$ cat config.mk
export PLATFORM = sky130hd
export DESIGN_NAME = dvp_line_arbiter_flat
export DESIGN_NICKNAME = d
export VERILOG_FILES = /design/src/rtl/dvp_line_arbiter_pkg.sv /design/src/rtl/dvp_line_arbiter_if.sv /design/src/rtl/dvp_frame_tracker.sv /design/src/rtl/dvp_line_arbiter.sv /design/src/flat_wrapper.sv
export SDC_FILE = /design/constraint.sdc
export NUM_CORES = 1
export LEC_CHECK = 0
export ABC_AREA = 0
export BUFFER_PORTS_ARGS = -buffer_cell sky130_fd_sc_hd__buf_2
export CAP_MARGIN = 25
export CORE_MARGIN = 1
export CORE_UTILIZATION = 24
export CTS_BUF_LIST = sky130_fd_sc_hd__clkbuf_8
export CTS_CLUSTER_DIAMETER = 50
export CTS_CLUSTER_SIZE = 16
export DETAILED_ROUTE_END_ITERATION = 6
export PLACE_DENSITY = 0.4
export SLEW_MARGIN = 20
export SYNTH_ARGS = -nofsm -noshare
export SYNTH_HDL_FRONTEND = slang
export SYNTH_SLANG_ARGS = --single-unit
$ cat constraint.sdc
create_clock -name clk_sys -period 2.78 [get_ports clk_sys]
set_clock_uncertainty 0.2 [all_clocks]
set_input_delay 0.278 -clock clk_sys [delete_from_list [all_inputs] [get_ports clk_sys]]
set_output_delay 0.278 -clock clk_sys [all_outputs]
set_load 0.02 [all_outputs]
$ cat src/rtl/dvp_line_arbiter_pkg.sv
// Shared types and widths for the two-channel DVP line arbiter.
// No logic here, so there is no latency and no backpressure.
package dvp_line_arbiter_pkg;

    localparam int NUM_CH = 2;
    localparam int PIX_W  = 8;
    localparam int RD_W   = 10;
    localparam int CNT_W  = 10;

    typedef enum logic [1:0] {
        ST_IDLE,
        ST_READ,
        ST_DRAIN,
        ST_GAP
    } state_t;

    // Pick a channel from the ready mask. Used only when at least one bit is set.
    function automatic logic pick_ch(input logic [NUM_CH-1:0] rdy, input logic rr_ptr);
        if (&rdy) begin
            return rr_ptr;
        end
        return rdy[1];
    endfunction

endpackage

$ cat src/rtl/dvp_line_arbiter_if.sv
// Channel FIFO read side, merged pixel stream and frame status of the line arbiter.
// Wires only: no latency and no backpressure.
interface dvp_line_arbiter_if;
    import dvp_line_arbiter_pkg::*;

    logic                enable;
    logic [NUM_CH-1:0]   line_ready;
    logic [NUM_CH-1:0]   frame_start;
    logic [RD_W-1:0]     rd_data0;
    logic [RD_W-1:0]     rd_data1;
    logic [NUM_CH-1:0]   rd_en;
    logic [PIX_W-1:0]    out_data;
    logic                out_valid;
    logic                out_ch;
    logic                out_sol;
    logic                out_eol;
    logic [CNT_W-1:0]    line_cnt0;
    logic [CNT_W-1:0]    line_cnt1;
    logic                pair_done;
    logic [NUM_CH-1:0]   err_short;

    modport master (
        input  enable, line_ready, frame_start, rd_data0, rd_data1,
        output rd_en, out_data, out_valid, out_ch, out_sol, out_eol,
               line_cnt0, line_cnt1, pair_done, err_short
    );

    modport slave (
        output enable, line_ready, frame_start, rd_data0, rd_data1,
        input  rd_en, out_data, out_valid, out_ch, out_sol, out_eol,
               line_cnt0, line_cnt1, pair_done, err_short
    );

endinterface

$ cat src/rtl/dvp_frame_tracker.sv
// Per-channel line counter (saturating) with sticky short-frame flag.
// Count updates one cycle after the end-of-line pulse; never stalls.
module dvp_frame_tracker
    import dvp_line_arbiter_pkg::*;
#(
    parameter int LINES_PER_FRAME = 720
) (
    input  logic             clk_sys,
    input  logic             reset,
    input  logic             eol,
    input  logic             frame_start,
    output logic [CNT_W-1:0] line_cnt,
    output logic             err_short,
    output logic             full
);

    localparam logic [CNT_W-1:0] LPF = CNT_W'(LINES_PER_FRAME);

    logic [CNT_W-1:0] line_cnt_q, line_cnt_d, cnt_with_eol;
    logic             err_short_q, err_short_d;

    always_comb begin
        cnt_with_eol = line_cnt_q;
        if (eol && (line_cnt_q != LPF)) begin
            cnt_with_eol = line_cnt_q + 1'b1;
        end
        // A line ending in the frame_start cycle still belongs to the old frame.
        line_cnt_d  = frame_start ? '0 : cnt_with_eol;
        err_short_d = err_short_q |
                      (frame_start && (cnt_with_eol != '0) && (cnt_with_eol != LPF));
    end

    always_ff @(posedge clk_sys or posedge reset) begin
        if (reset) begin
            line_cnt_q  <= '0;
            err_short_q <= 1'b0;
        end else begin
            line_cnt_q  <= line_cnt_d;
            err_short_q <= err_short_d;
        end
    end

    assign line_cnt  = line_cnt_q;
    assign err_short = err_short_q;
    assign full      = (line_cnt_q == LPF);

endmodule

$ cat src/rtl/dvp_line_arbiter.sv
// Round-robin line arbiter merging two DVP channel FIFOs into one pixel stream.
// rd_en -> out_valid is one cycle; grants wait for line_ready and enable, a granted line never stalls.
module dvp_line_arbiter
    import dvp_line_arbiter_pkg::*;
#(
    parameter int LINE_LEN        = 1280,
    parameter int LINES_PER_FRAME = 720,
    parameter int GAP_CYC         = 2
) (
    input  logic               clk_sys,
    input  logic               reset,
    dvp_line_arbiter_if.master bus
);

    localparam int PCNT_W = (LINE_LEN > 1) ? $clog2(LINE_LEN) : 1;
    localparam int GCNT_W = (GAP_CYC > 1) ? $clog2(GAP_CYC) : 1;
    localparam logic [PCNT_W-1:0] LAST_PIX = PCNT_W'(LINE_LEN - 1);
    localparam logic [GCNT_W-1:0] LAST_GAP = GCNT_W'((GAP_CYC > 0) ? GAP_CYC - 1 : 0);

    state_t              state_q, state_d;
    logic                cur_ch_q, cur_ch_d;
    logic                rr_ptr_q, rr_ptr_d;
    logic [NUM_CH-1:0]   rd_en_q, rd_en_d;
    logic [PCNT_W-1:0]   pix_q, pix_d;
    logic [GCNT_W-1:0]   gap_q, gap_d;
    logic                out_valid_q, out_valid_d;
    logic                out_sol_q, out_sol_d;
    logic                out_eol_q, out_eol_d;
    logic                pair_done_q, pair_done_d;
    logic                pair_armed_q, pair_armed_d;
    logic [NUM_CH-1:0]   pair_clr_q, pair_clr_d;
    logic                arb_slot, grant_ch;
    logic [NUM_CH-1:0]   eol_ch, full, err_short;
    logic [CNT_W-1:0]    line_cnt0, line_cnt1;
    logic [3:0]          flags_unused;

    always_comb begin
        state_d     = state_q;
        cur_ch_d    = cur_ch_q;
        rr_ptr_d    = rr_ptr_q;
        rd_en_d     = rd_en_q;
        pix_d       = pix_q;
        gap_d       = gap_q;
        arb_slot    = 1'b0;
        grant_ch    = pick_ch(bus.line_ready, rr_ptr_q);
        out_valid_d = |rd_en_q;
        out_sol_d   = (|rd_en_q) && (pix_q == '0);
        out_eol_d   = (|rd_en_q) && (pix_q == LAST_PIX);

        case (state_q)
            ST_IDLE:  arb_slot = 1'b1;
            ST_READ: begin
                if (pix_q == LAST_PIX) begin
                    state_d = ST_DRAIN;
                    rd_en_d = '0;
                end else begin
                    pix_d = pix_q + 1'b1;
                end
            end
            ST_DRAIN: begin
                if (GAP_CYC == 0) begin
                    state_d  = ST_IDLE;
                    arb_slot = 1'b1;
                end else begin
                    state_d = ST_GAP;
                    gap_d   = '0;
                end
            end
            ST_GAP: begin
                // The final gap cycle doubles as the arbitration cycle.
                if (gap_q == LAST_GAP) begin
                    state_d  = ST_IDLE;
                    arb_slot = 1'b1;
                end else begin
                    gap_d = gap_q + 1'b1;
                end
            end
            default:  state_d = ST_IDLE;
        endcase

        if (arb_slot && bus.enable && (|bus.line_ready)) begin
            state_d  = ST_READ;
            cur_ch_d = grant_ch;
            rr_ptr_d = ~grant_ch;
            rd_en_d  = grant_ch ? 2'b10 : 2'b01;
            pix_d    = '0;
        end
    end

    // Pair completion fires once, then waits until both counters have been seen at zero.
    always_comb begin
        pair_done_d  = pair_armed_q && (&full);
        pair_armed_d = pair_armed_q;
        pair_clr_d   = pair_clr_q;
        if (pair_done_d) begin
            pair_armed_d = 1'b0;
            pair_clr_d   = '0;
        end else if (!pair_armed_q) begin
            pair_clr_d = pair_clr_q | {line_cnt1 == '0, line_cnt0 == '0};
            if (&pair_clr_d) begin
                pair_armed_d = 1'b1;
                pair_clr_d   = '0;
            end
        end
    end

    always_ff @(posedge clk_sys or posedge reset) begin
        if (reset) begin
            state_q      <= ST_IDLE;
            cur_ch_q     <= 1'b0;
            rr_ptr_q     <= 1'b0;
            rd_en_q      <= '0;
            pix_q        <= '0;
            gap_q        <= '0;
            out_valid_q  <= 1'b0;
            out_sol_q    <= 1'b0;
            out_eol_q    <= 1'b0;
            pair_done_q  <= 1'b0;
            pair_armed_q <= 1'b1;
            pair_clr_q   <= '0;
        end else begin
            state_q      <= state_d;
            cur_ch_q     <= cur_ch_d;
            rr_ptr_q     <= rr_ptr_d;
            rd_en_q      <= rd_en_d;
            pix_q        <= pix_d;
            gap_q        <= gap_d;
            out_valid_q  <= out_valid_d;
            out_sol_q    <= out_sol_d;
            out_eol_q    <= out_eol_d;
            pair_done_q  <= pair_done_d;
            pair_armed_q <= pair_armed_d;
            pair_clr_q   <= pair_clr_d;
        end
    end

    assign eol_ch = {out_eol_q & cur_ch_q, out_eol_q & ~cur_ch_q};

    dvp_frame_tracker #(.LINES_PER_FRAME(LINES_PER_FRAME)) u_trk0 (
        .clk_sys    (clk_sys),
        .reset      (reset),
        .eol        (eol_ch[0]),
        .frame_start(bus.frame_start[0]),
        .line_cnt   (line_cnt0),
        .err_short  (err_short[0]),
        .full       (full[0])
    );

    dvp_frame_tracker #(.LINES_PER_FRAME(LINES_PER_FRAME)) u_trk1 (
        .clk_sys    (clk_sys),
        .reset      (reset),
        .eol        (eol_ch[1]),
        .frame_start(bus.frame_start[1]),
        .line_cnt   (line_cnt1),
        .err_short  (err_short[1]),
        .full       (full[1])
    );

    assign flags_unused  = {bus.rd_data1[9:8], bus.rd_data0[9:8]};
    assign bus.rd_en     = rd_en_q;
    assign bus.out_data  = out_valid_q ? (cur_ch_q ? bus.rd_data1[PIX_W-1:0]
                                                   : bus.rd_data0[PIX_W-1:0]) : '0;
    assign bus.out_valid = out_valid_q;
    assign bus.out_ch    = cur_ch_q;
    assign bus.out_sol   = out_sol_q;
    assign bus.out_eol   = out_eol_q;
    assign bus.line_cnt0 = line_cnt0;
    assign bus.line_cnt1 = line_cnt1;
    assign bus.pair_done = pair_done_q;
    assign bus.err_short = err_short;

endmodule

$ cat src/flat_wrapper.sv
// flat-port wrapper written by rule: the top's interface ports become plain ports
module dvp_line_arbiter_flat import dvp_line_arbiter_pkg::*;
#(
    parameter int LINE_LEN        = 1280,
    parameter int LINES_PER_FRAME = 720,
    parameter int GAP_CYC         = 2
)
  (clk_sys, reset, bus_enable, bus_line_ready, bus_frame_start, bus_rd_data0, bus_rd_data1, bus_rd_en, bus_out_data, bus_out_valid, bus_out_ch, bus_out_sol, bus_out_eol, bus_line_cnt0, bus_line_cnt1, bus_pair_done, bus_err_short);
  dvp_line_arbiter_if bus_i ();
  input  logic clk_sys;
  input  logic reset;
  input wire logic [$bits(bus_i.enable)-1:0] bus_enable;
  input wire logic [$bits(bus_i.line_ready)-1:0] bus_line_ready;
  input wire logic [$bits(bus_i.frame_start)-1:0] bus_frame_start;
  input wire logic [$bits(bus_i.rd_data0)-1:0] bus_rd_data0;
  input wire logic [$bits(bus_i.rd_data1)-1:0] bus_rd_data1;
  output wire logic [$bits(bus_i.rd_en)-1:0] bus_rd_en;
  output wire logic [$bits(bus_i.out_data)-1:0] bus_out_data;
  output wire logic [$bits(bus_i.out_valid)-1:0] bus_out_valid;
  output wire logic [$bits(bus_i.out_ch)-1:0] bus_out_ch;
  output wire logic [$bits(bus_i.out_sol)-1:0] bus_out_sol;
  output wire logic [$bits(bus_i.out_eol)-1:0] bus_out_eol;
  output wire logic [$bits(bus_i.line_cnt0)-1:0] bus_line_cnt0;
  output wire logic [$bits(bus_i.line_cnt1)-1:0] bus_line_cnt1;
  output wire logic [$bits(bus_i.pair_done)-1:0] bus_pair_done;
  output wire logic [$bits(bus_i.err_short)-1:0] bus_err_short;
  assign bus_i.enable = bus_enable;
  assign bus_i.line_ready = bus_line_ready;
  assign bus_i.frame_start = bus_frame_start;
  assign bus_i.rd_data0 = bus_rd_data0;
  assign bus_i.rd_data1 = bus_rd_data1;
  assign bus_rd_en = bus_i.rd_en;
  assign bus_out_data = bus_i.out_data;
  assign bus_out_valid = bus_i.out_valid;
  assign bus_out_ch = bus_i.out_ch;
  assign bus_out_sol = bus_i.out_sol;
  assign bus_out_eol = bus_i.out_eol;
  assign bus_line_cnt0 = bus_i.line_cnt0;
  assign bus_line_cnt1 = bus_i.line_cnt1;
  assign bus_pair_done = bus_i.pair_done;
  assign bus_err_short = bus_i.err_short;
  dvp_line_arbiter #(.LINE_LEN(LINE_LEN), .LINES_PER_FRAME(LINES_PER_FRAME), .GAP_CYC(GAP_CYC)) u_core (.clk_sys(clk_sys), .reset(reset), .bus(bus_i));
endmodule
# --- After elaboration in Yosys (flattened, before gate mapping) ---
# Index checks and enable logic that the tools add are counted.
classes:
  addsub: 4
  n_reduce_logical: 29
  mux: 30
  eq_ne: 14
  bitwise_logic: 7
ops:
  columns: ["op", "count"]
  rows:
  - ["2-to-1 mux 10 bit", 4]
  - ["inequality test 10 bit, second input constant", 4]
  - ["2-to-1 mux 11 bit", 3]
  - ["adder 10 x 1 -> 10 bit, second input constant", 2]
  - ["== test 10 bit, second input constant", 2]
  - ["logical NOT 10 bit", 2]
  - ["2-to-1 mux 2 bit", 10]
  - ["nonzero test 10 bit", 2]
  - ["2-to-1 mux 8 bit", 2]
  - ["adder 11 x 1 -> 11 bit, second input constant", 1]
  - ["== test 11 bit, second input constant", 1]
  - ["logical AND 1 bit", 11]
  - ["logical NOT 11 bit", 1]
  - ["AND reduction 2 bit", 5]
  - ["2-to-1 mux 1 bit", 8]
  - ["inequality test 3 x 1 -> 1 bit, second input constant", 2]
  - ["one-hot mux 2 bit (3 select lines)", 1]
  - ["nonzero test 2 bit", 3]
  - ["== test 2 bit, second input constant", 2]
  - ["one-hot mux 1 bit (2 select lines)", 2]
  - ["nonzero test 4 bit", 1]
  - ["OR reduction 2 bit", 2]
  - ["AND reduction 3 bit", 1]
  - ["AND 1 bit", 2]
  - ["8 further kinds", 10]
word_totals:
  wordCells: 100
  ff_bits: 47

# --- Depth between registers and ports, before layout ---
depth:
  word_depth: 8
  depth_mapped: 8
  depth_no_buf: 8

# --- By module ---
# A second synthesis with hierarchy kept.
unflattened:
  cells_unflattened: 315
  area_unflattened_um2: 2890.3
by_module_without_submodules:
  columns: ["module", "cells_each", "instances", "area_each_um2", "seq_area_each_um2"]
  rows:
  - ["dvp_line_arbiter", 157, 1, 1483.9, 626.9]
  - ["dvp_frame_tracker (u_core.u_trk1)", 84, 1, 730.7, 275.3]
  - ["dvp_frame_tracker (u_core.u_trk0)", 74, 1, 675.6, 275.3]

# --- Least setup slack after synthesis ---
# OpenSTA, ideal clock, no wires.
synth_timing:
  path_kind: "register to register"
  startpoint: "register u_core.u_trk0.line_cnt_q[0], in the netlist u_core.u_trk0.line_cnt[0]"
  endpoint: "register u_core.u_trk0.err_short_q, in the netlist u_core.u_trk0.err_short"
  required_ns: 2.441
  slack_ns: 0.000
  path_stages_with_launch: 9
  setup_time_ns: 0.139
  synth_period_minus_slack_ns: 2.780
  arrival_time_ns: 2.441
  path_cell_list: "dfrtp_1 inv_1 ha_1 or4b_4 nor3_4 nor2b_1 mux2i_1 o41a_1 or4_1"
synth_via:
  elab_chain_len: 7
  elab_cells_between_ends: 9
synth_rtl:
  columns: ["element", "line", "rtl"]
  rows:
  - ["start: declaration", "dvp_frame_tracker.sv:19", "logic [CNT_W-1:0] line_cnt_q, line_cnt_d, cnt_with_eol;"]
  - ["start signal: assignment", "dvp_frame_tracker.sv:38", "line_cnt_q <= line_cnt_d;"]
  - ["parallel branches: the longest is 2 deep, another holds adder 10 x 1 -> 10 bit", null, null]
  - ["2-to-1 mux 10 bit *", "dvp_frame_tracker.sv:24", "if (eol && (line_cnt_q != LPF)) begin"]
  - ["nonzero test 10 bit", "dvp_frame_tracker.sv:30", "(frame_start && (cnt_with_eol != '0) && (cnt_with_eol != LPF));"]
  - ["logical AND 1 bit", "dvp_frame_tracker.sv:30", null]
  - ["logical AND 1 bit *", "dvp_frame_tracker.sv:30", null]
  - ["bitwise OR 1 bit *", "dvp_frame_tracker.sv:29", "err_short_d = err_short_q |"]
  - ["via u_core.u_trk0.err_short_d", "dvp_frame_tracker.sv:20", "logic err_short_q, err_short_d;"]
  - ["end signal: assignment", "dvp_frame_tracker.sv:39", "err_short_q <= err_short_d;"]
  - ["end: declaration", "dvp_frame_tracker.sv:20", null]
# Mark *: on every way through the listed nets, which the timed path passes.
# A chain may end at the register's enable or synchronous reset.

# --- Worst setup path after layout ---
# Same ends and word-level chain as after synthesis.

==> key figures <==
STA
  • TNS Setup: 0 ns
  • Slew HR: around two thirds
  • RSZ-0062 raised after global routing: false
  • Fmax: between 300 and 400 MHz
  • Worst-Margin Slew: 0.481 ns
  • Hold Vio Cnt, Final: 0
  • Max Slew Vio Count: 0
  • Final Cycle Share: approximately 95%
  • Finish-stage setup viols: 0
  • Crit path time final: 2.65 ns

Yosys
  • #FFs+latches synth: 47
  • Yosys warns: 0
  • Cell area after synthesis: roughly 2900 um^2
  • Post-synth ARST share: between 90% and 100%
  • Share of the synthesized area in the top cell type: about two fifths
  • Top cell type by total area after synthesis: dfrtp_1
  • Synth cell types: 51
  • Synthesized area per cell: 9.09 um^2
  • Syn_nets: 353
  • Synth Flop Type: dfrtp_1
  • Cell count after synthesis: 314
  • Seq/Total Area, Yosys: 41.3%
  • Number of synthesized flops with an enable pin: 0
  • Leading cell type by number of instances after synthesis: nor2_1
  • Synth top area cells: dfrtp_1 40%, nor2_1 6.7%, ha_1 5.3%, mux2i_1 4.6%, xnor2_1 4.3%
  • Synth cell count leaders: 51 x nor2_1, 46 x dfrtp_1, 20 x nand2_1

Outcome
  • Failing checks: DRC
  • Run status: complete, but fails checks

Layout
  • Fraction of layout instances using a drive strength above 1: 25.3%
  • Utilization after layout: approximately 30%
  • Nets: around 420
  • Fillers: 1241
  • Ant diodes: 0
  • Synthesis-to-finish area growth: 22.7%

Setup path
  • R2R depth: 8
  • Crit. path cell count: 8
  • Worst r2r src: u_core.u_trk0.line_cnt[0]
  • Worst EP required: 2.75 ns
  • Worst Path Max Fanout: 4
  • Worst setup EP type: flip-flop
  • FF-to-FF setup slack: 0.13 ns
  • Data arrival, critical path: roughly 2.6 ns
  • Reg-to-Reg End: u_core.u_trk0.err_short
  • Slowest-stage cell, CP: or4_1
  • Kind of critical path: reg -> reg
  • CP top delay family: simple AND/OR/NAND/NOR gates
  • Max stage delay on crit path: 0.48 ns
  • End of the critical path: u_core.u_trk0.err_short
  • WP buf/inv: 2
  • Startpoint types: flip-flop
  • Crit-path cells: inv_1, ha_1, or4b_4, nor3_4, buf_4, nor3_1, o41a_1, or4_1
  • Worst setup path startpoint: u_core.u_trk0.line_cnt[0]

Clocking
  • Clk pin slew, worst setup/hold paths: 0.11 ns
  • Clk sink count: between 40 and 50
  • Total CTS buffers: 5
  • Htree depth: 2
  • CTS tree: done
  • Clock buffer depth: 2
  • Root Buffer Master: clkbuf_8
  • Worst-Skew Late Latency: between 0.3 and 0.4 ns

Die
  • IO Count: 64
  • Initial Utilization: about a quarter
  • Row count: 39
  • Die width: approximately 110 um
  • Die area: ~12000 um^2
  • Die Y: 111 um
  • Core ar.: roughly 12000 um^2

Placed design
  • PortBufs: 59
  • Final HPWL DP: 5320 um
  • GPL Wtd Cong: roughly 0.76

Detailed routing
  • Avg WL per Cell: ~13 um
  • Iteration count of the initial detailed-routing pass: 6
  • Drt total wl: between 7000 and 8000 um
  • Drc violations: 2
  • Detailed-route via count: between 2000 and 2500
  • Initial DRC count: between 100 and 150
  • Vias per inst: ~4.6
  • Antenna-violating nets left: 0

Global route
  • Vias in the first global route: about 2500
  • Overall routing resource usage: approximately an eighth
  • Initial antenna violation count: 0
  • First-pass GRT wire length: ~12000 um
  • Remaining Overflow, GRT: 0
  • Largest net degree at the start of global routing: 20

Pwr
  • Maximum vdd ir drop: 336 uV
  • Leakage: 1.69 nW
  • Power per cell area: around 630 nW/um^2

Run
  • Max Cap Viol: 0

Worst hold path
  • HP Class: in -> reg
==> timing repair <==
| item | CTS | global route |
|---|---|---|
| hold buffers | 1 | 0 |
| setup buffers | 0 | 0 |
| endpoints found under the setup margin | 0 | 2 |
| hold endpoints to repair | 17 | 0 |
| resized for setup | 0 | 2 |
==> worst reg2reg max path, cell delays in order (launching register included) <==
cell     delay (ns)
dfrtp_1        0.38
inv_1          0.08
ha_1           0.14
or4b_4         0.47
nor3_4         0.16
buf_4          0.16
nor3_1         0.05
o41a_1         0.40
or4_1          0.48
==> state kept, by name, indices dropped and copies added, names as in the netlist <==
register                 count
u_core.bus.out_valid         1
u_core.pair_clr_q            2
u_core.pix_q                11
u_core.state_q               2
u_core.u_trk1.err_short      1
u_core.u_trk0.line_cnt      10
u_core.rr_ptr_q              1
u_core.bus.out_ch            1
u_core.bus.out_eol           1
u_core.gap_q                 1
u_core.bus.rd_en             2
u_core.u_trk1.line_cnt      10
u_core.bus.pair_done         1
u_core.pair_armed_q          1
u_core.bus.out_sol           1
u_core.u_trk0.err_short      1
==> cell families after synthesis <==
| logic type | count (synthesis) | share of synthesized area [%] |
|---|---|---|
| xor gates and xnor gates | 28 | 8.59 |
| and+or+nand+nor | 146 | 27.2 |
| buffers and inverters | 32 | 4.82 |
| AOI/OAI and AO/OA | 36 | 8.33 |
| adders and majority gates | 12 | 5.26 |
| DFF | 47 | 41.3 |
| muxes | 13 | 4.56 |
==> metrics by stage <==
stage                     instances  instance area, um^2  power [mW]  hold WS (ns)  worst slack [ns]
after floorplan                 314                 2850        1.51         0.247         0.0000440
after global placement          517                 3390        1.77         0.110             0.117
after detailed placement        517                 3390        1.78         0.105            0.0724
after CTS                       526                 3490        2.24        0.0771            0.0595
after global routing            526                 3500        2.39        0.0850            0.0111
final                           526                 3500        2.20        0.0839             0.126
==> where the power goes <==
part,internal (mW),leakage [nW],total [mW],switching [mW]
clock network,0.203,0.0530,0.450,0.247
logic,0.332,1.01,0.790,0.458
registers,0.821,0.621,0.963,0.142
total,1.36,1.69,2.20,0.848
==> routing by layer <==
| layer | wire, um | part of all wire, % | track usage (%) |
|---|---|---|---|
| met2 | 3460 | 49 | 20.2 |
| met4 | 40 | 0.57 | 2.97 |
| met1 | 3380 | 48 | 16.0 |
| met5 | 0 | 0 | 0 |
| met3 | 186 | 2.6 | 2.24 |
==> cells in the final DEF (no fill, tap or decap), drive strengths merged, types with 2 or more instances in the layout <==
cell type and instances:
and3 10, buf 77, a21o 2, a21oi 9
inv 17, nor3b 2, o22ai 2, o21ai 9
or4b 3, dfrtp 46, xnor2 14, nand3 6
and2 3, or4 2, ha 12, or3 3
nor3 11, nor4 5, mux2i 13, nand4 8
and4 4, nor4b 3, nand2 20, nor2b 12
clkbuf 6, nor2 51, xor2 14, a31oi 5
==> worst min-delay path by stage <==
stage               slack (ns)  cells past startpoint                from                         to
finish                    0.08                      2  bus_frame_start[1]  u_core.u_trk1.line_cnt[7]
global route              0.08                      2  bus_frame_start[1]  u_core.u_trk1.line_cnt[7]
CTS                       0.08                      2  bus_frame_start[1]  u_core.u_trk1.line_cnt[4]
detailed placement        0.11                      2               reset        u_core.bus.rd_en[0]
global placement          0.11                      2               reset        u_core.bus.rd_en[0]
floorplan                 0.25                      2  bus_frame_start[1]    u_core.u_trk1.err_short
==> area by class of cell <==
type,count,area [um^2],area share [%]
multi-input combinational,235,1550,44.4
sequential,47,1180,33.6
timing repair buffer,78,440,12.6
tap,143,179,5.11
clock buffer,6,82.6,2.36
inverter,15,56.3,1.61
clock inverter,2,12.5,0.357
Note: power is estimated with default switching activity, not from simulation.
